===== config.mk =====
export PLATFORM = sky130hd
export DESIGN_NAME = inst_id_scan
export DESIGN_NICKNAME = d
export VERILOG_FILES = /design/src/rtl/inst_id_pkg.sv /design/src/rtl/inst_id_rec.sv /design/src/rtl/inst_id_scan.sv
export SDC_FILE = /design/constraint.sdc
export NUM_CORES = 1
export LEC_CHECK = 0
export ABC_AREA = 0
export CORE_UTILIZATION = 58
export CTS_BUF_LIST = sky130_fd_sc_hd__clkbuf_8
export CTS_CLUSTER_SIZE = 40
export DETAILED_ROUTE_END_ITERATION = 10
export GPL_TIMING_DRIVEN = 0
export PLACE_DENSITY = 0.95
export SLEW_MARGIN = 25
export SYNTH_ARGS = -nofsm -noshare
export SYNTH_HDL_FRONTEND = slang
export SYNTH_SLANG_ARGS = --single-unit

===== constraint.sdc =====
create_clock -name clk -period 6.25 [get_ports clk]
set_input_delay 1.25 -clock clk [delete_from_list [all_inputs] [get_ports clk]]
set_output_delay 1.25 -clock clk [all_outputs]
set_load 0.05 [all_outputs]

===== src/rtl/inst_id_pkg.sv =====
// Shared types and constant helpers for the instance-identity scanner.
package inst_id_pkg;

    typedef enum logic [1:0] {
        IDLE = 2'd0,
        LOAD = 2'd1,
        EMIT = 2'd2,
        DONE = 2'd3
    } state_t;

    function automatic int unsigned ipow(input int unsigned base, input int unsigned exp);
        int unsigned r;
        r = 1;
        for (int unsigned i = 0; i < exp; i++) begin
            r = r * base;
        end
        return r;
    endfunction

    // Bits needed to index n items; never less than one.
    function automatic int unsigned clog2_min1(input int unsigned n);
        int unsigned w;
        w = 0;
        while ((64'd1 << w) < 64'(n)) begin
            w = w + 1;
        end
        return (w == 0) ? 1 : w;
    endfunction

endpackage


===== src/rtl/inst_id_rec.sv =====
// Combinational record formatter: leaf index (and ID) to tags, last flag and parity.
// Parity output and ID input exist only when INST_ID_SCAN_PARITY_EN is defined.
module inst_id_rec
    import inst_id_pkg::*;
#(
    parameter int unsigned NLEAF   = 16,
    parameter int unsigned LW      = 4,
    parameter int unsigned ID_W    = 32,
    parameter int unsigned TAG_W   = 16,
    parameter int unsigned P1_BASE = 100
) (
    input  logic [LW-1:0]    leaf,
`ifdef INST_ID_SCAN_PARITY_EN
    input  logic [ID_W-1:0]  id,
    output logic             par_c,
`endif
    output logic [TAG_W-1:0] p1_c,
    output logic [TAG_W-1:0] p2_c,
    output logic             last_c
);

    // Tags advance by two per leaf so p1/p2 never collide across leaves.
    always_comb begin
        p1_c   = TAG_W'(P1_BASE) + TAG_W'({leaf, 1'b0});
        p2_c   = p1_c + TAG_W'(1);
        last_c = (leaf == LW'(NLEAF - 1));
    end

`ifdef INST_ID_SCAN_PARITY_EN
    assign par_c = ^{id, p1_c, p2_c};
`endif

endmodule


===== src/rtl/inst_id_scan.sv =====
// Instance-identity scanner: walks every leaf of a FANOUT-ary, DEPTH-level tree
// and streams one identity record per leaf. Optional out_par via INST_ID_SCAN_PARITY_EN.
module inst_id_scan
    import inst_id_pkg::*;
#(
    parameter int unsigned FANOUT  = 2,
    parameter int unsigned DEPTH   = 4,
    parameter int unsigned ID_W    = 32,
    parameter int unsigned TAG_W   = 16,
    parameter int unsigned P1_BASE = 100,
    localparam int unsigned NLEAF  = ipow(FANOUT, DEPTH),
    localparam int unsigned LW     = clog2_min1(NLEAF)
) (
    input  logic             clk,
    input  logic             rst_n,
    input  logic [ID_W-1:0]  root_id,
    input  logic             start,
    output logic             busy,
    output logic             done,
    output logic             out_valid,
    input  logic             out_ready,
    output logic [LW-1:0]    out_leaf,
    output logic [ID_W-1:0]  out_id,
    output logic [TAG_W-1:0] out_p1,
    output logic [TAG_W-1:0] out_p2,
`ifdef INST_ID_SCAN_PARITY_EN
    output logic             out_par,
`endif
    output logic             out_last
);

    localparam logic [LW-1:0]   LAST_LEAF = LW'(NLEAF - 1);
    localparam logic [ID_W-1:0] NLEAF_ID  = ID_W'(NLEAF);

    state_t          state_q, state_d;
    logic [ID_W-1:0] root_q, root_d;
    logic [ID_W-1:0] id_q, id_d;
    logic [LW-1:0]   leaf_q, leaf_d;
    logic            emit_d;
    logic [TAG_W-1:0] p1_c, p2_c;
    logic            last_c;
`ifdef INST_ID_SCAN_PARITY_EN
    logic            par_c;
`endif

    // Next-state and next-datapath logic.
    always_comb begin
        state_d = state_q;
        root_d  = root_q;
        id_d    = id_q;
        leaf_d  = leaf_q;
        case (state_q)
            IDLE: begin
                if (start) begin
                    root_d  = root_id;
                    state_d = LOAD;
                end
            end
            LOAD: begin
                id_d    = root_q * NLEAF_ID;
                leaf_d  = '0;
                state_d = EMIT;
            end
            EMIT: begin
                if (out_valid && out_ready) begin
                    if (leaf_q == LAST_LEAF) begin
                        state_d = DONE;
                    end else begin
                        leaf_d = leaf_q + LW'(1);
                        id_d   = id_q + ID_W'(1);
                    end
                end
            end
            DONE:    state_d = IDLE;
            default: state_d = IDLE;
        endcase
        emit_d = (state_d == EMIT);
    end

    // Record fields are formatted from next-cycle values so outputs register with them.
    inst_id_rec #(
        .NLEAF   (NLEAF),
        .LW      (LW),
        .ID_W    (ID_W),
        .TAG_W   (TAG_W),
        .P1_BASE (P1_BASE)
    ) u_rec (
        .leaf   (leaf_d),
`ifdef INST_ID_SCAN_PARITY_EN
        .id     (id_d),
        .par_c  (par_c),
`endif
        .p1_c   (p1_c),
        .p2_c   (p2_c),
        .last_c (last_c)
    );

    always_ff @(posedge clk or negedge rst_n) begin
        if (!rst_n) begin
            state_q <= IDLE;
        end else begin
            state_q <= state_d;
        end
    end

    always_ff @(posedge clk or negedge rst_n) begin
        if (!rst_n) begin
            root_q    <= '0;
            id_q      <= '0;
            leaf_q    <= '0;
            busy      <= 1'b0;
            done      <= 1'b0;
            out_valid <= 1'b0;
            out_leaf  <= '0;
            out_id    <= '0;
            out_p1    <= '0;
            out_p2    <= '0;
            out_last  <= 1'b0;
`ifdef INST_ID_SCAN_PARITY_EN
            out_par   <= 1'b0;
`endif
        end else begin
            root_q    <= root_d;
            id_q      <= id_d;
            leaf_q    <= leaf_d;
            busy      <= (state_d == LOAD) || (state_d == EMIT);
            done      <= (state_d == DONE);
            out_valid <= emit_d;
            out_leaf  <= emit_d ? leaf_d : '0;
            out_id    <= emit_d ? id_d   : '0;
            out_p1    <= emit_d ? p1_c   : '0;
            out_p2    <= emit_d ? p2_c   : '0;
            out_last  <= emit_d & last_c;
`ifdef INST_ID_SCAN_PARITY_EN
            out_par   <= emit_d & par_c;
`endif
        end
    end

endmodule


== Word-level counts from Yosys, hierarchy flattened ==
Cells that the tools add are included.
W data, S select, Z words.

* Bits in registers: 138
* Output and inout port bits: 72

* Reduce and logical (&&, ||, !) cells: 4
* Eq/ne operators: 8
* Mux-type cells: 14
* Add/subtract/negate cells: 4
* Bitwise gates (word level): 1

{| class="wikitable"
|+ Operator list
! kind !! number
|-
| $mux W32 || 3
|-
| $pmux W32 S2 || 1
|-
| $add A32 B1 Y32 const B || 1
|-
| $mux W16 || 2
|-
| $add A16 B1 Y16 const B || 1
|-
| $mux W4 || 3
|-
| $add A7 B5 Y8 const A || 1
|-
| $eq A2 B2 Y1 const B || 4
|-
| $eq A4 B4 Y1 const B || 2
|-
| $pmux W2 S4 || 1
|-
| $pmux W4 S2 || 1
|-
| $mux W2 || 3
|-
| $add A4 B1 Y4 const B || 1
|-
| $eq A2 B1 Y1 const B || 2
|-
| $logic_not A2 Y1 || 1
|-
| $reduce_and A2 Y1 || 1
|-
| $and A1 B1 Y1 || 1
|-
| $logic_and A1 B1 Y1 || 1
|-
| $logic_or A1 B1 Y1 || 1
|}

== Logic depth before layout (Yosys ltp) ==
Gate-level depths: netlist of the first run.

* Depth after elaboration: 7
* Gate-level depth with buffers: 11

== Modules after synthesis ==
Synthesis of the first run repeated with hierarchy kept, for this count alone.

* Cell total of the unflattened synthesis: 550
* Area, all modules: 6,130.9 µm²

{| class="wikitable"
|+ By module, submodules not included
! module !! seq. area each (µm²) !! area each (µm²) !! cells each !! times used
|-
| inst_id_scan || 3,453.3 || 5,874.4 || 515 || 1
|-
| inst_id_rec || 0.0 || 256.5 || 35 || 1
|}

== Worst setup path before layout of the first run ==
Ideal clock, no wire load.

* Kind: input to register
* Start: in out_ready
* End: reg out_id[28]
* Stages: 6
* Path buffers: 1
* Arrival time: 2,534 ps
* Path slack: 3,649 ps
* Path through: and3_1 buf_4 nand3_1 or4_1 o311ai_1 and2_1

* Elaborated cells on any way between the ends: 7
* Those cells by class: 1 x eq/ne; 5 x mux; 1 x reduce/logical

{| class="wikitable"
|+ RTL lines
! item !! RTL line !! source
|-
| from (decl) || inst_id_scan.sv:21 || <nowiki>input logic out_ready,</nowiki>
|-
| $logic_and A1 B1 Y1 || inst_id_scan.sv:65 || <nowiki>if (out_valid && out_ready) begin</nowiki>
|-
| $mux W32 || inst_id_scan.sv:65 ||
|-
| $pmux W32 S2 || inst_id_scan.sv:52 || <nowiki>case (state_q)</nowiki>
|-
| via id_d[28] || inst_id_scan.sv:37 || <nowiki>logic [ID_W-1:0] id_q, id_d;</nowiki>
|-
| $mux W32 || inst_id_scan.sv:130 || <nowiki>out_id <= emit_d ? id_d : '0;</nowiki>
|-
| to (signal assigned) || inst_id_scan.sv:130 ||
|-
| to (decl) || inst_id_scan.sv:23 || <nowiki>output logic [ID_W-1:0] out_id,</nowiki>
|}

The timed path passes the listed nets, and every way through them passes these cells.
A chain may end at the register's enable or synchronous reset.

== Final worst setup path of the first run ==
* Start: reg state_q[0]
* End: reg out_id[20]

* Longest elaborated chain between the ends: 5
* Elaborated cells on any way between the ends: 11
* Those cells by class: 4 x eq/ne; 6 x mux; 1 x reduce/logical

{| class="wikitable"
|+ Ends and longest elaborated chain
! item !! RTL line !! source
|-
| from (decl) || inst_id_scan.sv:35 || <nowiki>state_t state_q, state_d;</nowiki>
|-
| from (signal assigned) || inst_id_scan.sv:102 || <nowiki>state_q <= state_d;</nowiki>
|-
| $mux W2 || inst_id_scan.sv:66 || <nowiki>if (leaf_q == LAST_LEAF) begin</nowiki>
|-
| $mux W2 || inst_id_scan.sv:65 ||
|-
| $pmux W2 S4 * || inst_id_scan.sv:52 ||
|-
| $eq A2 B2 Y1 * || inst_id_scan.sv:77 || <nowiki>emit_d = (state_d == EMIT);</nowiki>
|-
| via emit_d || inst_id_scan.sv:39 || <nowiki>logic emit_d;</nowiki>
|-
| $mux W32 * || inst_id_scan.sv:130 ||
|}

The timed path passes the listed nets; every way through them passes the cells marked *.

==> flow_summary.json, run 1 <==
{
  "period_share": 0.6421,
  "timing.max_cap.violations": 0,
  "nets": 675,
  "worstPathBufferInverterCount": 6,
  "post_synth_fa_ha_maj_area_fraction": 0.02264,
  "netlist_top_cells_area": "dfrtp_1 (51%), mux2_2 (6.1%), buf_4 (3.8%)",
  "synth_xor_area_frac": 0,
  "rows": 35,
  "yosysTopAreaCellShare": 0.5071,
  "diodes_inserted": 0,
  "layout_common_cells": "dfrtp_1 (112), clkdlybuf4s50_1 (85), nand2_1 (36), nand3_1 (32), mux2_2 (30)",
  "synth.yosys.warnings": 0,
  "cts-root-to-sink-buffers": 2,
  "cellPowerDensity_mw_per_mm2": 503.5,
  "globalRouteTotalUtil": 0.3100,
  "cp_max_fo": 10,
  "run_status": "finished clean",
  "irDropWorstVdd_v": 0.0003640,
  "timing.setup.tns_ns": 0,
  "synthesized_cell_area_mm2": 0.005527,
  "dp.final_hpwl_um": 10450,
  "core_area_mm2": 0.009240,
  "htreeDepth": 3,
  "clk_root_buffer_cell": "clkbuf_8",
  "drt_iter0_drc": 312,
  "fin_cells": 763,
  "placed_area_mm2": 0.006638,
  "layout-area-overhead-vs-synth_pct": 23.55,
  "detail_route.drc_violations": 0,
  "report.final.setup_viol": 0,
  "syn-instance-count": 515,
  "maxClockFrequency_ghz": 0.2492,
  "die_height_um": 99.62,
  "max_slew_margin": 0.3331,
  "routed_via_density": 6.093,
  "critPathKind": "register to register",
  "n_fill_cell": 660,
  "synth_mux_area_frac": 0.07018,
  "layout_commonest_cell": "dfrtp_1",
  "cts_hold_buffers": 0,
  "synth_area_leader": "dfrtp_1",
  "largest_family_of_logic_cells_by_synthesized_area": "simple AND/OR/NAND/NOR gates",
  "final_weighted_congestion_of_routability_driven_global_placement": 0.8971,
  "rsz0062_at_grt": "false",
  "synth_sequential_area_ratio": 0.5071,
  "cts_tree": "yes",
  "cellLeakagePower_nw": 3.027,
  "clock_latency_ns": 0.37,
  "cell_family_with_the_largest_share_of_critical_path_delay": "buffers and inverters",
  "layout_min_cycle_time_ns": 4.013,
  "synth-seq-cells": 112,
  "synth_edf_count": 0,
  "first_global_vias": 4604,
  "final_antenna_net_count": 0,
  "grt_overflow": 0,
  "cp_slowest_cell": "clkbuf_1",
  "wl_per_cell_um": 19.04,
  "syn-mean-instance-area_um2": 10.73,
  "fin_area_mm2": 0.006828,
  "num_vias": 4649,
  "floorplan.initialDensity": 0.5981,
  "number_of_buffers_inserted_during_clock_tree_synthesis": 9,
  "grt_start_max_net_pins": 68,
  "timing.critical_path.mode_cell": "clkbuf_1",
  "final_worst_setup_slack_ns": 2.237,
  "clock_sink_count": 112,
  "dominantRegCellSynth": "dfrtp_1",
  "min-delay-path-class": "register to register",
  "worst-endpoint-arrival_ns": 4.23,
  "drt-total-wl_um": 14530,
  "first_pass_iters": 5,
  "post_cts.resized_instances": 0,
  "timing.critical_path.required_ns": 6.47,
  "tightestPinTransition_ns": 0.9927,
  "post_cts_buffers": 0,
  "drive_gt1_frac": 0.1372,
  "synthArstFlopShare": 1.000,
  "die_width_um": 99.62,
  "yosys.cell_types.count": 58,
  "grt_antenna_before_repair": 0,
  "placed_cells": 747,
  "final-hold-violation-count": 0,
  "dp_slack_ns": 2.415,
  "final.setup_skew_ns": 0.008689,
  "floorplan.io_pins": 108,
  "cp_cell_sequence": "inv_1 > ha_1 > clkbuf_1 > buf_1 > clkbuf_1 > o22ai_1 > and2_1 > ha_1 > inv_1 > clkbuf_1 > a31oi_1",
  "port_buffers": 86,
  "setup.worst_path.start_class": "register",
  "fp.dieArea_mm2": 0.009923,
  "timing.critical_path.slowest_cell_delay_ns": 0.61,
  "register_clock_pin_slew_on_the_reported_worst_setup_and_hold_paths_ns": 0.10,
  "endpoint_kind": "register",
  "count_of_final_max_slew_check_failures": 0,
  "synth_compound_gate_area_share": 0.1485,
  "synth_simple_gate_area_share": 0.1727,
  "wire_length_of_the_first_global_routing_pass_um": 23270
}
## cells by family (layout without fill, tap and decap cells)
logic type / after synthesis / in the layout
AO/OA/AOI/OAI: 115 / 115
adder cells (fa/ha/maj): 10 / 10
buffers and inverters: 68 / 171
flip-flops: 112 / 112
multiplexers: 35 / 35
other: 1 / 17
AND/OR/NAND/NOR: 174 / 174
## power by group
| part | switching [W] | total (W) | internal, W | leakage (nW) |
|---|---|---|---|---|
| Combinational | 0.00118 | 0.00182 | 0.000645 | 1.47 |
| Clock | 0.000242 | 0.000425 | 0.000183 | 0.103 |
| Sequential | 0.000202 | 0.00119 | 0.000988 | 1.46 |
| Total | 0.00162 | 0.00344 | 0.00182 | 3.03 |
## flip-flops by register name, summed over array words and instances (netlist names)
name	count
id_q	32
out_last	1
busy	1
out_p2	2
state_q	2
out_p1	5
leaf_q	4
done	1
out_leaf	4
out_id	32
root_q	28
## per-layer routing
layer	vias to the layer above	routed length, um	part of all wire	GRT usage
li1	2092	-	-	-
met1	2251	5920	0.41	0.4029
met2	260	7046	0.48	0.5123
met3	46	1091	0.075	0.04779
met4	0	470	0.032	0.1482
met5	-	0	0	0
## layout make-up
| cell class | instances | area [um^2] | area share |
|---|---|---|---|
| Clock buffer | 9 | 123.9 | 0.01814 |
| Sequential cell | 112 | 2803 | 0.4105 |
| Buffer | 55 | 382.9 | 0.05607 |
| Timing Repair Buffer | 87 | 889.6 | 0.1303 |
| Clock inverter | 7 | 66.31 | 0.009712 |
| Tap cell | 129 | 161.4 | 0.02364 |
| Inverter | 13 | 48.80 | 0.007147 |
| Multi-Input combinational cell | 351 | 2352 | 0.3445 |
## cells in the mapped netlist (all sizes together), types with 2 or more instances
cell type,number
nor2,15
o311ai,4
a21o,6
o41ai,7
o21ai,20
buf,36
o31ai,8
nor3,9
mux2,30
o211ai,5
ha,10
a41oi,2
a22o,15
nor4,8
nand4,18
a221o,2
nand3,32
or2,2
inv,12
o31a,2
clkbuf,19
o22ai,3
a22oi,13
or4,4
nand2,37
nand2b,2
and2,28
mux2i,5
a21oi,13
and3,11
dfrtp,112
and4,5
a31oi,8
## final timing paths
path / start / endpoint / slack [ns] / cells after the start
min in group asynchronous: rst_n / out_id[1] / 0.79 / 1
worst max register to register: state_q[0] / out_id[20] / 2.24 / 11
worst min-delay path: root_q[0] / root_q[0] / 0.52 / 1
worst min register to register: root_q[0] / root_q[0] / 0.52 / 1
max in group asynchronous: rst_n / id_q[24] / 4.79 / 2
worst max-delay path: state_q[0] / out_id[20] / 2.24 / 11
## stage by stage
stage	hold WS [ns]	power [W]	util
2_1_floorplan	0.4719	0.002373	-
3_3_place_gp	0.4934	0.002932	0.7152
3_5_place_dp	0.4963	0.002988	0.7183
4_1_cts	0.5195	0.003419	0.7389
5_1_grt	0.5369	0.003606	0.7389
6_report	0.5155	0.003438	0.7389
Power figures use the tool's default switching activity.
==> run 2, diff against run 1 <==
Settings changed: CORE_UTILIZATION 58 to 49, PLACE_DENSITY 0.95 to 0.87.
Clock period 6.25 ns to 3.52 ns, I/O delays scaled along.
==> flow_summary.json, run 2 (synthesis results as in run 1) <==
{
  "final-hold-violation-count": 0,
  "run_status": "finished clean",
  "final.setup_skew_ns": 0.01437,
  "cellLeakagePower_nw": 3.033,
  "reg.largest.list": "id_q: 32 flops, out_id: 32 flops, root_q: 28 flops",
  "drt_iter0_drc": 368,
  "drive_gt1_frac": 0.1483,
  "cp_max_fo": 10,
  "reg2regPathDepth": 11,
  "clock_latency_ns": 0.38,
  "grt_antenna_before_repair": 0,
  "register_clock_pin_slew_on_the_reported_worst_setup_and_hold_paths_ns": 0.09,
  "reg2reg_slack_ns": 0.33,
  "wl_per_cell_um": 18.28,
  "final_weighted_congestion_of_routability_driven_global_placement": 0.9348,
  "critPathKind": "register to register",
  "timing.max_cap.violations": 0,
  "setup.worst_path.start": "state_q[0]",
  "layout-area-overhead-vs-synth_pct": 23.68,
  "die_width_um": 108.2,
  "multi_input_comb_area_mm2": 0.002357,
  "cp_slowest_cell": "dfrtp_1",
  "floorplan.io_pins": 108,
  "worstReg2RegStart": "state_q[0]",
  "wire_length_of_the_first_global_routing_pass_um": 22340,
  "timing.critical_path.required_ns": 3.76,
  "worst-path-stages": 11,
  "die_height_um": 108.2,
  "count_of_final_max_slew_check_failures": 0,
  "n_fill_cell": 893,
  "worstPathBufferInverterCount": 6,
  "layout.area.seq_mm2": 0.002803,
  "htreeDepth": 3,
  "floorplan.initialDensity": 0.5054,
  "cts_hold_buffers": 0,
  "drt-total-wl_um": 14150,
  "min-delay-path-class": "primary input to asynchronous set/reset pin",
  "num_vias": 4561,
  "final_antenna_net_count": 0,
  "first_pass_iters": 5,
  "clk_root_buffer_cell": "clkbuf_8",
  "setup.worst_path.start_class": "register",
  "final_core_util": 0.6251,
  "routed_via_density": 5.893,
  "totalPowerFinal_w": 0.006034,
  "first_global_vias": 4302,
  "detail_route.drc_violations": 0,
  "port_buffers": 86,
  "dp_slack_ns": -0.3767,
  "rows": 38,
  "worst_r2r_endpoint": "out_id[31]",
  "cellPowerDensity_mw_per_mm2": 882.7,
  "max_slew_margin": 0.5586,
  "worst-endpoint-arrival_ns": 3.43,
  "final_worst_setup_slack_ns": 0.3307,
  "timing.critical_path.mode_cell": "clkbuf_2",
  "globalRouteTotalUtil": 0.2554,
  "cts_tree": "yes",
  "core_area_mm2": 0.01094,
  "maxClockFrequency_ghz": 0.3135,
  "endpoint_kind": "register",
  "grt_start_max_net_pins": 62,
  "fp.dieArea_mm2": 0.01171,
  "period_share": 0.9060,
  "cts-root-to-sink-buffers": 2,
  "report.final.setup_viol": 0,
  "number_of_buffers_inserted_during_clock_tree_synthesis": 9,
  "cell_family_with_the_largest_share_of_critical_path_delay": "buffers and inverters",
  "layout_min_cycle_time_ns": 3.189,
  "worstSetupEndpoint": "out_id[31]",
  "fin_cells": 774,
  "cp_cell_sequence": "inv_1 > ha_1 > clkbuf_2 > buf_2 > clkbuf_2 > o22ai_1 > and2_1 > ha_1 > inv_1 > clkbuf_2 > a21oi_1",
  "grt_overflow": 0,
  "dp.final_hpwl_um": 10210,
  "tightestPinTransition_ns": 0.6621,
  "layout_common_cells": "dfrtp_1 (112), clkdlybuf4s50_1 (85), nand2_1 (36), nand3_1 (32), mux2_2 (30)",
  "diodes_inserted": 0,
  "irDropWorstVdd_v": 0.0005250,
  "timing.critical_path.slowest_cell_delay_ns": 0.42,
  "nets": 675,
  "placed_cells": 758,
  "rsz0062_at_grt": "false",
  "layout_commonest_cell": "dfrtp_1",
  "clock_sink_count": 112
}
## run 2: cell count changes in the layout (fill, tap and decap cells not counted), sizes merged
cell / previous run / this run
clkinvlp: 1 / 0
inv: 15 / 13
bufinv: 1 / 0
clkinv: 3 / 6
clkbuf: 28 / 29
## run 2: area by class of cell
cell class,instances,area share
multi-input combinational,351,0.3449
clock inverter,6,0.005308
sequential,112,0.4100
buffer,55,0.05675
clock buffer,10,0.02014
inverter,13,0.007139
tap,140,0.02563
timing repair buffer,87,0.1301
## run 2: where the power goes
part	leakage (nW)	internal [W]	switching (W)	total [W]
logic	1.48	0.00115	0.00207	0.00323
clock network	0.0972	0.000274	0.000422	0.000695
registers	1.46	0.00176	0.000356	0.00211
total	3.03	0.00318	0.00285	0.00603
## run 2: layer usage
| metal | up-vias | wire length (um) | track usage |
|---|---|---|---|
| li1 | 2095 | - | - |
| met1 | 2209 | 6091 | 0.3470 |
| met2 | 229 | 6640 | 0.4040 |
| met3 | 28 | 1060 | 0.03677 |
| met4 | 0 | 357 | 0.1194 |
| met5 | - | 0 | 0 |
## run 2: what timing repair did
action / in CTS / in global routing
setup endpoints to repair: 35 / 6
gates cloned: 0 / 0
resized for setup: 3 / 2
buffers inserted: 0 / 0
## run 2: worst min-delay path by stage
stage	from	endpoint	slack, ns	cells past startpoint
CTS	rst_n	id_q[0]	0.27	1
finish	rst_n	out_id[6]	0.26	1
floorplan	rst_n	busy	0.41	0
detailed placement	root_q[7]	root_q[7]	0.50	1
global route	rst_n	out_id[1]	0.28	1
global placement	root_q[26]	root_q[26]	0.49	1
## run 2: per-stage QoR
stage / setup TNS, ns / hold slack (ns) / area, um^2
finish: 0 / 0.2619 / 6835
global route: 0 / 0.2804 / 6835
CTS: 0 / 0.2701 / 6829
detailed placement: -4.800 / 0.4998 / 6651
global placement: -258.69 / 0.4898 / 6623
floorplan: 0 / 0.4084 / 5587
